## config.mk

```make
export PLATFORM = sky130hd
export DESIGN_NAME = poly_voice_mixer
export DESIGN_NICKNAME = d
export VERILOG_FILES = /design/src/rtl/poly_voice_mixer.sv
export SDC_FILE = /design/constraint.sdc
export NUM_CORES = 2
export LEC_CHECK = 0
export ABC_AREA = 0
export ABC_CLOCK_PERIOD_IN_PS = 25200
export BUFFER_PORTS_ARGS = -buffer_cell sky130_fd_sc_hd__buf_2
export CELL_PAD_IN_SITES_DETAIL_PLACEMENT = 1
export CELL_PAD_IN_SITES_GLOBAL_PLACEMENT = 1
export CORE_MARGIN = 2
export CORE_UTILIZATION = 55
export DETAILED_ROUTE_END_ITERATION = 7
export PLACE_DENSITY_LB_ADDON = 0.05
export RECOVER_POWER = 50
export SETUP_SLACK_MARGIN = 0.5
export SYNTH_ARGS = -nofsm -noshare
export SYNTH_HDL_FRONTEND = slang
export SYNTH_SLANG_ARGS = --single-unit
```

## constraint.sdc

```tcl
create_clock -name clock -period 25.2 [get_ports clock]
set_input_delay 5.04 -clock clock [delete_from_list [all_inputs] [get_ports clock]]
set_output_delay 5.04 -clock clock [all_outputs]
set_load 0.01 [all_outputs]
```

## src/rtl/poly_voice_mixer.sv

```systemverilog
// Time-multiplexed N-voice mixer. Each accepted sample tick sweeps every voice
// through a registered-read port, scales oscillator by envelope, sums the
// products, then applies headroom shift, master gain and saturation.
module poly_voice_mixer #(
    parameter int NUM_VOICES     = 4,
    parameter int AMPLITUDE_BITS = 24,
    parameter int GAIN_BITS      = 16,
    parameter int HEADROOM_SHIFT = $clog2(NUM_VOICES),
    parameter int VA_BITS        = (NUM_VOICES > 1) ? $clog2(NUM_VOICES) : 1
) (
    input  logic                      clock,
    input  logic                      reset,
    input  logic                      sample_tick,
    input  logic [NUM_VOICES-1:0]     voice_mask,
    input  logic [GAIN_BITS-1:0]      master_gain,
    output logic [VA_BITS-1:0]        voice_addr,
    input  logic [AMPLITUDE_BITS-1:0] voice_osc,
    input  logic [AMPLITUDE_BITS-1:0] voice_env,
    output logic [AMPLITUDE_BITS-1:0] out,
    output logic                      out_valid,
    output logic                      busy,
    output logic                      clip,
    output logic                      overrun,
    input  logic                      overrun_clear
);

    // Accumulator wide enough for NUM_VOICES full-scale products plus a spare bit.
    localparam int ACC_W  = AMPLITUDE_BITS + VA_BITS + 1;
    localparam int PROD_W = 2 * AMPLITUDE_BITS;
    localparam int MUL_W  = ACC_W + GAIN_BITS;
    localparam int S_W    = ACC_W + 1;

    typedef enum logic [2:0] {
        S_IDLE,
        S_FETCH,
        S_DRAIN,
        S_SCALE,
        S_OUTPUT
    } state_t;

    state_t                    state_q, state_d;
    logic [VA_BITS-1:0]        voice_addr_q, voice_addr_d;
    logic [NUM_VOICES-1:0]     mask_q, mask_d;
    logic [GAIN_BITS-1:0]      gain_q, gain_d;
    logic [ACC_W-1:0]          acc_q, acc_d;
    logic                      data_v_q, data_v_d;
    logic                      prod_v_q, prod_v_d;
    logic [AMPLITUDE_BITS-1:0] out_q, out_d;
    logic                      out_valid_q, out_valid_d;
    logic                      clip_q, clip_d;
    logic                      overrun_q, overrun_d;

    logic [VA_BITS-1:0]        data_idx_q, data_idx_d;
    logic [AMPLITUDE_BITS-1:0] prod_q, prod_d;
    logic [S_W-1:0]            s_q, s_d;

    // Datapath: per-voice product and scaled sum, qualified by the valid flags.
    always_comb begin
        data_idx_d = voice_addr_q;
        prod_d     = '0;
        if (mask_q[data_idx_q]) begin
            prod_d = AMPLITUDE_BITS'((PROD_W'(voice_osc) * PROD_W'(voice_env)) >> AMPLITUDE_BITS);
        end
        s_d = S_W'((MUL_W'(acc_q >> HEADROOM_SHIFT) * MUL_W'(gain_q)) >> (GAIN_BITS - 1));
    end

    // Control: FSM next state, sweep counter, accumulator, result and flags.
    always_comb begin
        // NOTE: every variable gets a default first so no path leaves it unassigned (no latch).
        state_d      = state_q;
        voice_addr_d = voice_addr_q;
        mask_d       = mask_q;
        gain_d       = gain_q;
        acc_d        = acc_q;
        out_d        = out_q;
        out_valid_d  = 1'b0;
        clip_d       = 1'b0;
        data_v_d     = (state_q == S_FETCH);
        prod_v_d     = data_v_q;
        overrun_d    = overrun_q & ~overrun_clear;
        // A new overrun event outranks a same-cycle clear.
        if (sample_tick && (state_q != S_IDLE)) begin
            overrun_d = 1'b1;
        end
        if (prod_v_q) begin
            acc_d = acc_q + ACC_W'(prod_q);
        end

        case (state_q)
            S_IDLE: begin
                if (sample_tick) begin
                    state_d      = S_FETCH;
                    voice_addr_d = '0;
                    mask_d       = voice_mask;
                    gain_d       = master_gain;
                    acc_d        = '0;
                end
            end
            S_FETCH: begin
                if (voice_addr_q == VA_BITS'(NUM_VOICES - 1)) begin
                    state_d = S_DRAIN;
                end else begin
                    voice_addr_d = voice_addr_q + VA_BITS'(1);
                end
            end
            S_DRAIN: begin
                // Leave once the last product has been folded into the accumulator.
                if (!data_v_q && !prod_v_q) begin
                    state_d = S_SCALE;
                end
            end
            S_SCALE: begin
                state_d     = S_OUTPUT;
                out_valid_d = 1'b1;
                if (s_q > S_W'({AMPLITUDE_BITS{1'b1}})) begin
                    out_d  = '1;
                    clip_d = 1'b1;
                end else begin
                    out_d = AMPLITUDE_BITS'(s_q);
                end
            end
            S_OUTPUT: begin
                state_d = S_IDLE;
            end
            default: begin
                state_d = S_IDLE;
            end
        endcase
    end

    // Control registers with synchronous reset; a reset mid-mix aborts it.
    always_ff @(posedge clock) begin
        // NOTE: sequential state uses non-blocking assignments so all flops update together.
        if (reset) begin
            state_q      <= S_IDLE;
            voice_addr_q <= '0;
            mask_q       <= '0;
            gain_q       <= '0;
            acc_q        <= '0;
            data_v_q     <= 1'b0;
            prod_v_q     <= 1'b0;
            out_q        <= '0;
            out_valid_q  <= 1'b0;
            clip_q       <= 1'b0;
            overrun_q    <= 1'b0;
        end else begin
            state_q      <= state_d;
            voice_addr_q <= voice_addr_d;
            mask_q       <= mask_d;
            gain_q       <= gain_d;
            acc_q        <= acc_d;
            data_v_q     <= data_v_d;
            prod_v_q     <= prod_v_d;
            out_q        <= out_d;
            out_valid_q  <= out_valid_d;
            clip_q       <= clip_d;
            overrun_q    <= overrun_d;
        end
    end

    // Datapath registers carry no reset.
    always_ff @(posedge clock) begin
        // NOTE: these are only consumed while their valid flag or FSM state says so, so no reset is needed.
        data_idx_q <= data_idx_d;
        prod_q     <= prod_d;
        s_q        <= s_d;
    end

    assign voice_addr = voice_addr_q;
    assign out        = out_q;
    assign out_valid  = out_valid_q;
    assign clip       = clip_q;
    assign overrun    = overrun_q;
    assign busy       = (state_q != S_IDLE);

endmodule

```

# ---- Word level (Yosys, flattened, before mapping)
# Index checks and enable logic that the tools add are counted.
dict set report word_totals {
  elab_cells 58
  inputBits 72
  register_bits 133
}
dict set report op_classes {
  addsub 2
  reduce_logical 11
  magnitude_cmp 2
  eq_ne 8
  bitwise 3
  n_mux 16
  mul 2
}
# op count
set ops {}
lappend ops {{$mux W27} 3}
lappend ops {{$mul A24 B24 Y48} 1}
lappend ops {{$mul A25 B16 Y41} 1}
lappend ops {{$add A27 B24 Y27} 1}
lappend ops {{$gt A26 B24 Y1 const B} 1}
lappend ops {{$mux W24} 1}
lappend ops {{$pmux W3 S4} 1}
lappend ops {{$mux W3} 3}
lappend ops {{$eq A3 B2 Y1 const B} 2}
lappend ops {{$ne A2 B2 Y1 const B} 3}
lappend ops {{$reduce_and A3 Y1} 2}
lappend ops {{$mux W1} 4}
lappend ops {{$mux W2} 2}
lappend ops {{$pmux W2 S2} 1}
lappend ops {{$eq A3 B1 Y1 const B} 1}
lappend ops {{$logic_not A3 Y1} 1}
lappend ops {{$lt A2 B3 Y1 const B} 1}
lappend ops {{$reduce_bool A3 Y1} 1}
lappend ops {{$add A2 B1 Y2 const B} 1}
lappend ops {{$bmux W1 S2} 1}
lappend ops {{$eq A2 B2 Y1 const B} 1}
lappend ops {{$logic_and A1 B1 Y1} 2}
lappend ops {{$logic_not A1 Y1} 2}
lappend ops {{$ne A2 B1 Y1 const B} 1}
lappend ops {{5 further kinds} 6}

# ---- Logic depth before layout (Yosys ltp)
dict set report depth {
  word_depth 4
  mapped_depth 28
}

# ---- Worst setup path after synthesis
# OpenSTA, ideal clock, no wires.
dict set report synth_path {
  path_type {input to register}
  start {input port voice_env[3]}
  end {register prod_q[16]}
  cell_stages 26
  setup_time_ns 0.116
  arrival_ns 11.383
  path_slack_ns 13.701
  path_cell_list {clkbuf_1 nand2_1 fa_1 inv_1 fa_1 inv_1 fa_1 fa_1 inv_1 fa_1 fa_1 inv_1 fa_1 inv_1 ha_1 a21o_1 a211o_1 a2111oi_2 a31oi_1 nor3_2 o21ba_2 o21a_1 o31ai_1 a21oi_1 o21ai_1 and3_1}
}
dict set report synth_between {
  elab_chain_len 1
}
# element line
set synth_lines {}
lappend synth_lines {{from (decl)} 18} ;# input logic [AMPLITUDE_BITS-1:0] voice_env,
lappend synth_lines {{$mul A24 B24 Y48} 62} ;# prod_d = AMPLITUDE_BITS'((PROD_W'(voice_osc) * PROD_W'(voice_env)) >> AMPLITUDE_BITS);
lappend synth_lines {{to (signal assigned)} 165} ;# prod_q <= prod_d;
lappend synth_lines {{to (decl)} 54} ;# logic [AMPLITUDE_BITS-1:0] prod_q, prod_d;
# No other way between the ends.
# A chain may end at the register's enable or synchronous reset.

# ---- Final worst setup path
dict set report layout_path {
  start {input port voice_osc[16]}
  end {register prod_q[20]}
}
dict set report layout_between {
  elab_chain_len 1
}
# element line
set layout_lines {}
lappend layout_lines {{from (decl)} 17} ;# input logic [AMPLITUDE_BITS-1:0] voice_osc,
lappend layout_lines {{$mul A24 B24 Y48} 62}
# No other way between the ends.

==> Implementation_results.wiki <==
{| class="wikitable"
! Metric !! Value
|-
| Outcome || finished with violations
|-
| Violations in the final reports || max-capacitance violations, max-slew violations
|-
| Crit-path max FO || 24
|-
| Quantity of hold-fixing buffers added after cts || 0
|-
| Final Max Tran Viols || 35
|-
| Critical path buffer and inverter count || 6
|-
| Post-placement cell area || 36400 um^2
|-
| Final hold viol count || 0
|-
| Width of the die || approximately 260 um
|-
| Commonest cells after routing, fill and taps aside || sky130_fd_sc_hd__inv_1 (899), sky130_fd_sc_hd__fa_1 (801), sky130_fd_sc_hd__nand2_1 (656)
|-
| Gp weighted congestion || 0.854
|-
| Post-synthesis register bit count || 133
|-
| Number of distinct library cell variants in the gate-level netlist after synthesis || 62
|-
| Worst setup path class || input port to flop
|-
| Master cell of the clock root buffer || sky130_fd_sc_hd__clkbuf_16
|-
| Total clock buffers created by CTS || 17
|-
| Post-synthesis sequential area ratio || 7.53%
|-
| Initial DRT Pass Iterations || 5
|-
| Post-synth ARST share || 0%
|-
| Share of the synthesized area in compound gates (AO/OA/AOI/OAI) || 4.43%
|-
| Main flop type after synthesis || sky130_fd_sc_hd__dfxtp_1
|-
| Setup violators final || 0
|-
| DR DRC count || 0
|-
| Cell area after layout || 37000 um^2
|-
| Max-cap check violation count || 1
|-
| Rows || 92
|-
| Netlist area before placement || 35300 um^2
|-
| CTS HTree Levels || 4
|-
| Period minus WS final || 12.08 ns
|-
| Count of yosys warnings during synthesis || 0
|-
| Critical Path RT || 25.55 ns
|-
| Net count after synthesis || 5176
|-
| Post-synth EDFFs || 0
|-
| Avg Vias per Cell || roughly 5.4
|-
| Kind of launch point of the worst setup path || input port
|-
| Leakage || ~18 nW
|-
| Final period utilization || 47.9%
|-
| Placed cell count || 4778
|-
| Worst-case headroom to the max-slew limit || -18.1%
|-
| Die area || 66300 um^2
|-
| Global-route wire length before repair || 161 mm
|-
| CTS max path bufs || 2
|-
| Routed vias || 26.0k
|-
| Clock skew || 0.0108 ns
|-
| Quantity of gates resized following cts || 0
|-
| Initial antenna violation count || 2
|-
| Xor/xnor share of the synthesized area || 1.73%
|-
| Maximum resistive drop on vdd || 0.267 mV
|-
| Remaining Overflow, GRT || 0
|-
| Final cell count without fillers || around 4.8k
|-
| PnR worst setup slack || 13.12 ns
|-
| Via count of the first global-routing pass || 30.0k
|-
| Clock slew at the register clock pins of the worst setup and hold paths || 0.07 ns
|-
| Post-detail-place hpwl || 77.2 mm
|-
| Power density cells || about 130 nW/um^2
|-
| Final ANT Viol Nets || 0
|-
| Element type at the critical path end || flop
|-
| Total Nets Final || 5129
|-
| Number of filler instances in the final layout || 7483
|-
| R2R setup slack || 18.09 ns
|-
| Combined area of the multi-input logic cells || 28500 um^2
|-
| Total routing resource utilization after global routing || about 31%
|-
| Clock latency on the worst-skew pair || 0.45 ns
|-
| Largest net degree at the start of global routing || 37
|-
| Initial Utilization || a little under three fifths
|-
| Setup Fix Bufs, Post-CTS || 0
|-
| Final TNS setup || 0 ns
|-
| Routed wire length per instance || 20.3 um
|-
| Hold/Removal Path Class || flop to flop
|-
| Timing-limited maximum frequency || 82.8 MHz
|-
| Share of cell area taken by muxes after synthesis || 0.542%
|-
| Number of input and output port buffers inserted || 101
|-
| Actual transition at the worst max-transition pin || 1.77 ns
|-
| Critical Path AT || 12.42 ns
|-
| Arithmetic-cell share of the synthesized area counting full adders, half adders and majority gates || 56.2%
|-
| Main combinational cell family by area after synthesis || adder cells
|-
| CP delay by family, top || adder cells
|-
| RSZ-0062 raised after global routing || false
|-
| Basic-gate share of the synthesized area counting and, or, nand and nor cells || between 15 and 20%
|-
| Pre-CTS setup slack || 12.65 ns
|-
| Most frequent standard cell in the layout excluding fill and tap cells || sky130_fd_sc_hd__inv_1
|-
| Number of sinks handled by clock tree synthesis || roughly 130
|-
| IO Pins || 102
|-
| Syn Area/Cell || 8.84 um^2
|-
| Area occupied by registers || 2660 um^2
|-
| Drt initial violations || 1168
|-
| Std-Cell Core Area || 63300 um^2
|-
| Relative area change from synthesis to final layout || 4.68%
|-
| Final wirelength || 97.8 mm
|-
| Cell count after synthesis || between 3k and 4k
|-
| CP max stage delay || around 0.56 ns
|-
| Area share of the largest cell type after synthesis || 45.4%
|-
| CTS tree || built
|-
| Cell accounting for the most synthesized area || sky130_fd_sc_hd__fa_1
|-
| Die height || roughly 260 um
|-
| Leading post-synthesis cells by cell area || sky130_fd_sc_hd__fa_1 (45%), sky130_fd_sc_hd__ha_1 (11%), sky130_fd_sc_hd__inv_1 (9.5%)
|-
| Fraction of final layout cells with drive strength greater than 1 || 4.09%
|-
| Cell mode on critical path || sky130_fd_sc_hd__fa_1
|-
| Critical Path Slowest Stage Cell || sky130_fd_sc_hd__fa_1
|}
==> state kept, by name (all words and copies together), names as in the netlist, 3 cells and up <==
name,count
out,24
gain_q,16
mask_q,4
s_q,26
acc_q,27
prod_q,24
state_q,3
==> final cells by class <==
| class | instances | share of cell area [%] |
|---|---|---|
| multi-input cells | 2763 | 77.1 |
| clock buffers | 19 | 1.22 |
| diodes | 1 | 0.00676 |
| repair buffers | 137 | 2.00 |
| inverters | 899 | 9.12 |
| well taps | 846 | 2.86 |
| flip-flops and latches | 133 | 7.20 |
| clock inverters | 13 | 0.436 |
==> Yosys cell counts, drive strengths merged, types with 13 or more instances <==
| master | count |
|---|---|
| ha | 305 |
| and2 | 409 |
| xor2 | 26 |
| a21o | 31 |
| nand2 | 656 |
| nor3 | 41 |
| mux2i | 18 |
| inv | 899 |
| nor2b | 20 |
| and3 | 13 |
| fa | 801 |
| dfxtp | 133 |
| nand3 | 17 |
| a21oi | 95 |
| a211oi | 13 |
| nand2b | 13 |
| xnor2 | 44 |
| clkbuf | 197 |
| o21ai | 46 |
| nor2 | 118 |
==> power by group <==
group / total, mW / switching [mW] / internal, mW
clock: 0.266 / 0.111 / 0.154
combinational: 4.37 / 2.55 / 1.82
sequential: 0.245 / 0.0104 / 0.234
==> metal layers <==
| layer | track usage [%] | up-vias | routed length [um] |
|---|---|---|---|
| li1 | - | 11604 | - |
| met1 | 40.3 | 13546 | 41000 |
| met2 | 54.6 | 701 | 49200 |
| met3 | 3.41 | 171 | 4990 |
| met4 | 8.56 | 0 | 2570 |
| met5 | 0 | - | 0 |
==> stage by stage <==
stage	total power, mW	util [%]	hold WS, ns
global placement	4.43	57.5	0.380
CTS	4.91	58.5	0.394
finish	4.88	58.4	0.392
detailed placement	4.61	57.5	0.383
global route	5.51	58.4	0.399
floorplan	3.46	-	0.408
==> cells by family after synthesis <==
group | after synthesis
flops | 133
simple gates | 1323
buf+inv | 1102
compound gates | 245
xor+xnor | 70
mux | 19
fa+ha+maj | 1106
==> final timing paths <==
kind | startpoint | endpoint | depth (start not counted)
min | voice_addr[1]$_SDFFE_PP0P_ | data_idx_q[1]$_DFF_P_ | 0
max reg2reg | acc_q[13]$_SDFF_PP0_ | s_q[25]$_DFF_P_ | 24
min reg2reg | voice_addr[1]$_SDFFE_PP0P_ | data_idx_q[1]$_DFF_P_ | 0
max | voice_osc[16] | prod_q[20]$_SDFF_PN0_ | 26
Power figures use the tool's default switching activity.
